--- src/rtl/onewire_temp_responder.sv ---
// 1-Wire slave: reset/presence, LSB-first command receive (SKIP ROM, CONVERT T, READ SCRATCHPAD), 16-bit read-back.
// Outputs are registered (cmd_valid one cycle after the 8th sample); no backpressure, the bus master sets all timing.
module onewire_temp_responder #(
    parameter int CLK_MHZ      = 10,
    parameter int RESET_MIN_US = 480,
    parameter int PRES_WAIT_US = 30,
    parameter int PRES_LEN_US  = 120,
    parameter int SAMPLE_US    = 30,
    parameter int HOLD_US      = 30
) (
    input  logic        clk,
    input  logic        nrst,
    input  logic        dq_in,
    output logic        dq_pull_low,
    input  logic [15:0] temp_data,
    output logic [7:0]  cmd_byte,
    output logic        cmd_valid,
    output logic        conv_start,
    output logic        busy
);
    localparam int RESET_CYC = RESET_MIN_US * CLK_MHZ;
    localparam int PW_CYC    = PRES_WAIT_US * CLK_MHZ;
    localparam int PL_CYC    = PRES_LEN_US * CLK_MHZ;
    localparam int SMP_CYC   = SAMPLE_US * CLK_MHZ;
    localparam int HOLD_CYC  = HOLD_US * CLK_MHZ;
    localparam int CW        = $clog2(RESET_CYC + 1);
    localparam int TW        = $clog2(PW_CYC + PL_CYC + SMP_CYC + HOLD_CYC + 1);

    typedef enum logic [2:0] {
        IDLE, PRES_WAIT, PRESENCE, ROM_CMD, FUNC_CMD, TX
    } state_t;

    state_t          state_q, state_d;
    logic            dq_m_q, dq_m_d, dq_s_q, dq_s_d, dq_p_q, dq_p_d;
    logic [CW-1:0]   low_cnt_q, low_cnt_d;
    logic [TW-1:0]   tmr_q, tmr_d;
    logic            slot_q, slot_d;
    logic [3:0]      bit_q, bit_d;
    logic [7:0]      sr_q, sr_d;
    logic [15:0]     tx_q, tx_d;
    logic [1:0]      sup_q, sup_d;
    logic            pull_q, pull_d;
    logic [7:0]      cmd_byte_q, cmd_byte_d;
    logic            cmd_valid_q, cmd_valid_d;
    logic            conv_q, conv_d;
    logic            busy_q, busy_d;

    logic            fall, rise, low_sat, edge_ok;
    logic [7:0]      rx_byte;

    assign fall    = dq_p_q & ~dq_s_q;
    assign rise    = ~dq_p_q & dq_s_q;
    assign low_sat = (low_cnt_q == CW'(RESET_CYC));
    // Our own drive (and its 2-cycle echo through the synchroniser) must never look like a slot.
    assign edge_ok = fall & ~pull_q & (sup_q == 2'd0);
    assign rx_byte = {dq_s_q, sr_q[7:1]};

    always_comb begin
        dq_m_d      = dq_in;
        dq_s_d      = dq_m_q;
        dq_p_d      = dq_s_q;
        state_d     = state_q;
        low_cnt_d   = low_cnt_q;
        tmr_d       = tmr_q;
        slot_d      = slot_q;
        bit_d       = bit_q;
        sr_d        = sr_q;
        tx_d        = tx_q;
        pull_d      = pull_q;
        cmd_byte_d  = cmd_byte_q;
        cmd_valid_d = 1'b0;
        conv_d      = 1'b0;

        if (dq_s_q) begin
            low_cnt_d = '0;
        end else if (!pull_q && !low_sat) begin
            low_cnt_d = low_cnt_q + 1'b1;
        end

        if (pull_q) begin
            sup_d = 2'd2;
        end else if (sup_q != 2'd0) begin
            sup_d = sup_q - 2'd1;
        end else begin
            sup_d = 2'd0;
        end

        case (state_q)
            PRES_WAIT: begin
                tmr_d = tmr_q + 1'b1;
                if (tmr_q == TW'(PW_CYC - 1)) begin
                    state_d = PRESENCE;
                    tmr_d   = '0;
                    pull_d  = 1'b1;
                end
            end
            PRESENCE: begin
                tmr_d = tmr_q + 1'b1;
                if (tmr_q == TW'(PL_CYC - 1)) begin
                    state_d = ROM_CMD;
                    tmr_d   = '0;
                    pull_d  = 1'b0;
                    slot_d  = 1'b0;
                    bit_d   = '0;
                end
            end
            ROM_CMD, FUNC_CMD: begin
                if (slot_q) begin
                    tmr_d = tmr_q + 1'b1;
                    if (tmr_q == TW'(SMP_CYC)) begin
                        slot_d = 1'b0;
                        sr_d   = rx_byte;
                        bit_d  = bit_q + 4'd1;
                        if (bit_q == 4'd7) begin
                            bit_d       = '0;
                            cmd_byte_d  = rx_byte;
                            cmd_valid_d = 1'b1;
                            state_d     = IDLE;
                            if (state_q == ROM_CMD) begin
                                if (rx_byte == 8'hCC) state_d = FUNC_CMD;
                            end else if (rx_byte == 8'h44) begin
                                conv_d = 1'b1;
                            end else if (rx_byte == 8'hBE) begin
                                tx_d    = temp_data;
                                state_d = TX;
                            end
                        end
                    end
                end else if (edge_ok) begin
                    slot_d = 1'b1;
                    tmr_d  = '0;
                end
            end
            TX: begin
                if (slot_q || pull_q) tmr_d = tmr_q + 1'b1;
                if (pull_q && tmr_q == TW'(HOLD_CYC - 1)) pull_d = 1'b0;
                if (slot_q) begin
                    if (tmr_q == TW'(SMP_CYC)) begin
                        slot_d = 1'b0;
                        bit_d  = bit_q + 4'd1;
                        if (bit_q == 4'd15) begin
                            bit_d   = '0;
                            state_d = IDLE;
                        end
                    end
                end else if (edge_ok) begin
                    slot_d = 1'b1;
                    tmr_d  = '0;
                    pull_d = ~tx_q[bit_q];
                end
            end
            default: ;
        endcase

        // A long low takes priority over whatever was in progress.
        if (rise && low_sat) begin
            state_d     = PRES_WAIT;
            tmr_d       = '0;
            slot_d      = 1'b0;
            bit_d       = '0;
            sr_d        = '0;
            pull_d      = 1'b0;
            cmd_byte_d  = cmd_byte_q;
            cmd_valid_d = 1'b0;
            conv_d      = 1'b0;
        end

        busy_d = (state_d != IDLE);
    end

    always_ff @(posedge clk or negedge nrst) begin
        if (!nrst) begin
            state_q     <= IDLE;
            dq_m_q      <= 1'b1;
            dq_s_q      <= 1'b1;
            dq_p_q      <= 1'b1;
            low_cnt_q   <= '0;
            tmr_q       <= '0;
            slot_q      <= 1'b0;
            bit_q       <= '0;
            sr_q        <= '0;
            tx_q        <= '0;
            sup_q       <= '0;
            pull_q      <= 1'b0;
            cmd_byte_q  <= '0;
            cmd_valid_q <= 1'b0;
            conv_q      <= 1'b0;
            busy_q      <= 1'b0;
        end else begin
            state_q     <= state_d;
            dq_m_q      <= dq_m_d;
            dq_s_q      <= dq_s_d;
            dq_p_q      <= dq_p_d;
            low_cnt_q   <= low_cnt_d;
            tmr_q       <= tmr_d;
            slot_q      <= slot_d;
            bit_q       <= bit_d;
            sr_q        <= sr_d;
            tx_q        <= tx_d;
            sup_q       <= sup_d;
            pull_q      <= pull_d;
            cmd_byte_q  <= cmd_byte_d;
            cmd_valid_q <= cmd_valid_d;
            conv_q      <= conv_d;
            busy_q      <= busy_d;
        end
    end

    assign dq_pull_low = pull_q;
    assign cmd_byte    = cmd_byte_q;
    assign cmd_valid   = cmd_valid_q;
    assign conv_start  = conv_q;
    assign busy        = busy_q;
endmodule

--- config.mk ---
export PLATFORM = sky130hd
export DESIGN_NAME = onewire_temp_responder
export DESIGN_NICKNAME = d
export VERILOG_FILES = /design/src/rtl/onewire_temp_responder.sv
export SDC_FILE = /design/constraint.sdc
export NUM_CORES = 1
export LEC_CHECK = 0
export CAP_MARGIN = 30
export CORE_MARGIN = 4
export CORE_UTILIZATION = 35
export DETAILED_ROUTE_END_ITERATION = 8
export GPL_TIMING_DRIVEN = 0
export PLACE_DENSITY = 0.57
export SLEW_MARGIN = 10
export SYNTH_ARGS = -nofsm -noshare
export SYNTH_HDL_FRONTEND = slang
export SYNTH_SLANG_ARGS = --single-unit
--- constraint.sdc ---
create_clock -name clk -period 7.35 [get_ports clk]
set_clock_uncertainty 0.1 [all_clocks]
set_input_delay 1.47 -clock clk [delete_from_list [all_inputs] [get_ports clk]]
set_output_delay 1.47 -clock clk [all_outputs]
set_load 0.05 [all_outputs]
# After elaboration in Yosys (flattened, before gate mapping)
# Index checks and enable logic that the tools add are counted.
# totals
in_bits,19
ff_bits,74
out_inout_bits,12
# classes
n_addsub,4
magnitude_cmp,1
bitwise_logic,11
muxes,66
eq_ne,21
n_reduce_logical,26
# ops
op,n
$mux W12,8
$pmux W12 S4,1
$mux W3,13
$mux W4,8
$mux W8,4
$mux W13,2
$eq A12 B9 Y1 const B,2
$mux W1,23
$ne A3 B3 Y1 const B,6
$eq A8 B8 Y1 const B,2
$add A13 B1 Y13 const B,1
$eq A13 B13 Y1 const B,1
$add A12 B1 Y12 const B,1
$eq A12 B11 Y1 const B,1
$pmux W3 S4,1
$pmux W4 S3,1
$reduce_bool A2 Y1,5
$eq A8 B7 Y1 const B,1
$reduce_bool A4 Y1,2
$not A1 Y1,7
$reduce_and A7 Y1,1
$eq A3 B2 Y1 const B,2
$eq A3 B3 Y1 const B,2
$reduce_and A3 Y1,2
23 further kinds,32

# Logic depth before layout (Yosys ltp)
# depth
depth_word,10
mapped_depth,9

# Worst setup path after synthesis
# No wires, ideal clock.
# synth_path
path_kind,register to register
startpoint,register tmr_q[6]
endpoint,register tx_q[10]
required_time_ns,7.125
path_stages_with_launch,9
setup_ns,0.125
slack_ns,4.458
path_buffers,3
arrival_ns,2.667
path_cell_list,dfrtp_1 -> buf_6 -> or4b_4 -> nor4_4 -> o21ai_4 -> or4_1 -> buf_2 -> buf_6 -> mux2_4
# synth_via
elab_chain_len,2
# synth_rtl
item,line_no,rtl
from (decl),36,"logic [TW-1:0] tmr_q, tmr_d;"
from (signal assigned),195,tmr_q <= tmr_d;
$eq A12 B9 Y1,110,if (tmr_q == TW'(SMP_CYC)) begin
$reduce_and A7 Y1 (no line),n/a,
to (signal assigned),199,tx_q <= tx_d;
to (decl),40,"logic [15:0] tx_q, tx_d;"
# Every way passes these cells.
# A chain may end at the register's enable or synchronous reset.

# Worst setup path in the final report
# layout_path
startpoint,register tmr_q[6]
endpoint,"register busy_q, in the netlist busy"
# layout_via
elab_chain_len,6
# layout_rtl
item,line_no,rtl
$eq A12 B9 Y1,"110, 138",
$mux W3 (on tied branches),"138, 110",
$mux W3 (on tied branches),"137, 108",
$pmux W3 S4 *,88,case (state_q)
$mux W3 *,156,if (rise && low_sat) begin
named net state_d[0],33,"state_t state_q, state_d;"
$reduce_bool A3 Y1 *,168,busy_d = (state_d != IDLE);
named net busy_d,46,"logic busy_q, busy_d;"
to (signal assigned),205,busy_q <= busy_d;
to (decl),46,
# Mark *: on every way through the listed nets, which the timed path passes. The rest lies on a longest branch.

==> metrics.md <==
| Metric | Value |
|---|---|
| Initial antenna violation count | `0` |
| Wire length of the first global-routing pass | `15300 um` |
| Max Clock Freq | `slightly above 0.3 GHz` |
| Crit-path max FO | `8` |
| Area Growth Syn to Fin | `19.8%` |
| Longest Clk Path Bufs | `2` |
| Status | `complete, no violations` |
| Num ports | `31` |
| Power Density | `about 180 nW/um^2` |
| CP endpoint kind | `flip-flop` |
| Root Buffer | `clkbuf_16` |
| Drc violations | `0` |
| Arrival time worst endpoint | `3.37 ns` |
| Primary FF master, synth | `dfrtp_1` |
| Final setup TNS | `0 ns` |
| CTS H-tree lvls | `3` |
| Peak supply drop | `0.000118 V` |
| Max-slew violations | `0` |
| Post-CTS Setup Repair Bufs | `0` |
| Vias | `around 3100` |
| Via-to-Cell Ratio | `5.50` |
| Synthesized instance count | `382` |
| Antenna cells | `0` |
| Mapped Avg Cell Area | `10.4 um^2` |
| Multi-input logic area | `2020 um^2` |
| Share of post-route cells with drive strength above 1 | `0.144` |
| Design Area, Final | `4770 um^2` |
| Flop2flop setup slack | `slightly above 4 ns` |
| Die Footprint | `13100 um^2` |
| Worst Hold Class | `flip-flop to flip-flop` |
| Top cell type's share of synthesized area | `0.440` |
| Gpl congestion | `0.825` |
| Fin. Hold Viols | `0` |
| Worst R2R Start | `tmr_q[6]` |
| WP data required | `~7.5 ns` |
| Mapped Nets | `406` |
| Reg2reg path depth | `7` |
| DRT antenna net count | `0` |
| Cell variety after synth | `62` |
| EDFF count, synth | `0` |
| Largest net degree at the start of global routing | `58` |
| Synth async-reset ratio | `1.00` |
| #FFs+latches synth | `73` |
| Cell with the most instances after synthesis | `dfrtp_1` |
| Hold Crit Start | `dq_m_q` |
| Die Wd | `115 um` |
| Critical path class | `flip-flop to flip-flop` |
| Synth area leaders | `dfrtp_1 44%, mux2_2 4.2%, mux2_4 3.8%` |
| Worst skew pair latency | `0.33 ns` |
| Synth warnings | `0` |
| Initial Util | `0.362` |
| Clock slew at reported path FFs | `approximately 0.06 ns` |
| DP Wirelength | `6370 um` |
| Seq/Total Area, Yosys | `0.460` |
| Final min period | `3.27 ns` |
| Row count | `38` |
| Rel. slew slack | `0.522` |
| Die Y | `115 um` |
| Hold Path Cell Cnt | `0` |
| Cell taking the most area after synthesis | `dfrtp_1` |
| Min-Delay Endpoint | `dq_p_d` |
| Hold Buf Count CTS | `0` |
| IO buf count | `30` |
| Final core area utilization | `0.434` |
| CTS tree | `done` |
| RSZ-0062 raised after global routing | `no` |
| CTS-repair resized insts | `0` |
| Setup violators final | `0` |
| CTS Buf Count | `9` |
| LEAKAGE | `~2.0 nW` |
| Routed WL | `8850 um` |
| Crit share post-route | `0.445` |
| Core area | `11000 um^2` |
| Grt ovf | `0` |
| Max Cap Viol | `0` |
| Tot GR Track Use | `0.146` |
| Reg area | `around 1800 um^2` |
| Fillers | `1074` |
| Vias in the first global route | `3038` |
| First-pass iteration count of the detailed router | `5` |
| NumNets Final | `449` |
| Post-synth top cells | `70 x dfrtp_1, 33 x nor2_1, 25 x a21oi_1` |
| Cell area after synthesis | `3980 um^2` |
| CTS Sinks | `73` |
| Placed inst area | `~4500 um^2` |
| Routed len/inst | `roughly 16 um` |
| Iter 0 DRT Violations | `around 170` |
| Reg2reg end | `busy` |
| CP Launch Type | `flip-flop` |
| Worst Tran Pin Value | `0.717 ns` |
[cell families after synthesis]
family	Yosys count	synth area share
xor+xnor	10	0.0220
mux	40	0.134
flops	73	0.460
fa+ha+maj	5	0.0157
buf+inv	31	0.0333
compound gates	74	0.121
simple gates	149	0.214
[routing by layer]
metal  GRT usage  vias up  routed length [um]
met5           0        -                   0
met4      0.0657        0                 220
li1            -     1509                   -
met2       0.214      108                4100
met1       0.205     1496                4040
met3      0.0312       22                 487
[worst max-delay path, cell delays in order, from the launching register on]
cell and delay [ns]:
dfrtp_1 0.37, buf_6 0.13, or4b_4 0.58, nor4_4 0.54, a41oi_1 0.25, a2111oi_0 0.61, nand3_1 0.17, or3_1 0.39
[power breakdown]
group	internal, mW	switching, mW	total (mW)
sequential	0.409	0.00447	0.414
clock	0.239	0.172	0.411
combinational	0.0193	0.0157	0.0350
total	0.668	0.192	0.860
[how the worst max path moves through the flow]
stage / from / end / slack (ns)
detailed placement: tmr_q[6] / tx_q[11] / 4.10
floorplan: tmr_q[6] / tx_q[10] / 4.46
finish: tmr_q[6] / busy / 4.08
CTS: tmr_q[6] / tx_q[11] / 4.09
global route: tmr_q[6] / busy / 3.96
global placement: nrst / tx_q[1] / 2.18
[flip-flops by register name (all words and copies together), names as in the netlist]
| signal | cells |
|---|---|
| conv_start | 1 |
| slot_q | 1 |
| tmr_q | 12 |
| sr_q | 7 |
| dq_p_d | 1 |
| cmd_byte | 8 |
| busy | 1 |
| dq_m_q | 1 |
| sup_q | 2 |
| tx_q | 16 |
| dq_p_q | 1 |
| state_q | 3 |
| low_cnt_q | 13 |
| cmd_valid | 1 |
| dq_pull_low | 1 |
| bit_q | 4 |
[through the flow]
stage / total power, mW / setup slack, ns / cells / hold slack (ns)
2_1_floorplan: 0.434 / 4.46 / 382 / 0.245
3_3_place_gp: 0.455 / 2.18 / 552 / 0.251
3_5_place_dp: 0.457 / 4.10 / 554 / 0.253
4_1_cts: 0.877 / 4.09 / 570 / 0.261
5_1_grt: 0.896 / 3.96 / 570 / 0.265
6_report: 0.860 / 4.08 / 570 / 0.259
[placed cells by master (no fill, tap or decap), drive strengths merged, types with 7 or more instances in the layout]
cell,count
dfrtp,70
nor2,33
clkdlybuf4s50,29
clkbuf,27
a21oi,25
mux2,25
nand3,22
o21ai,19
nand2,17
mux2i,10
inv,10
nor2b,9
or3,9
and3,8
buf,8
nor3,7
[layout make-up]
type,count,area share
Buffer,21,0.0199
Clock buffer,11,0.0509
Clock inverter,5,0.00840
Inverter,10,0.00787
Multi-Input combinational cell,278,0.423
Sequential cell,73,0.384
Tap cell,140,0.0367
Timing Repair Buffer,32,0.0693
No activity file was read; power rests on OpenSTA's default activity.
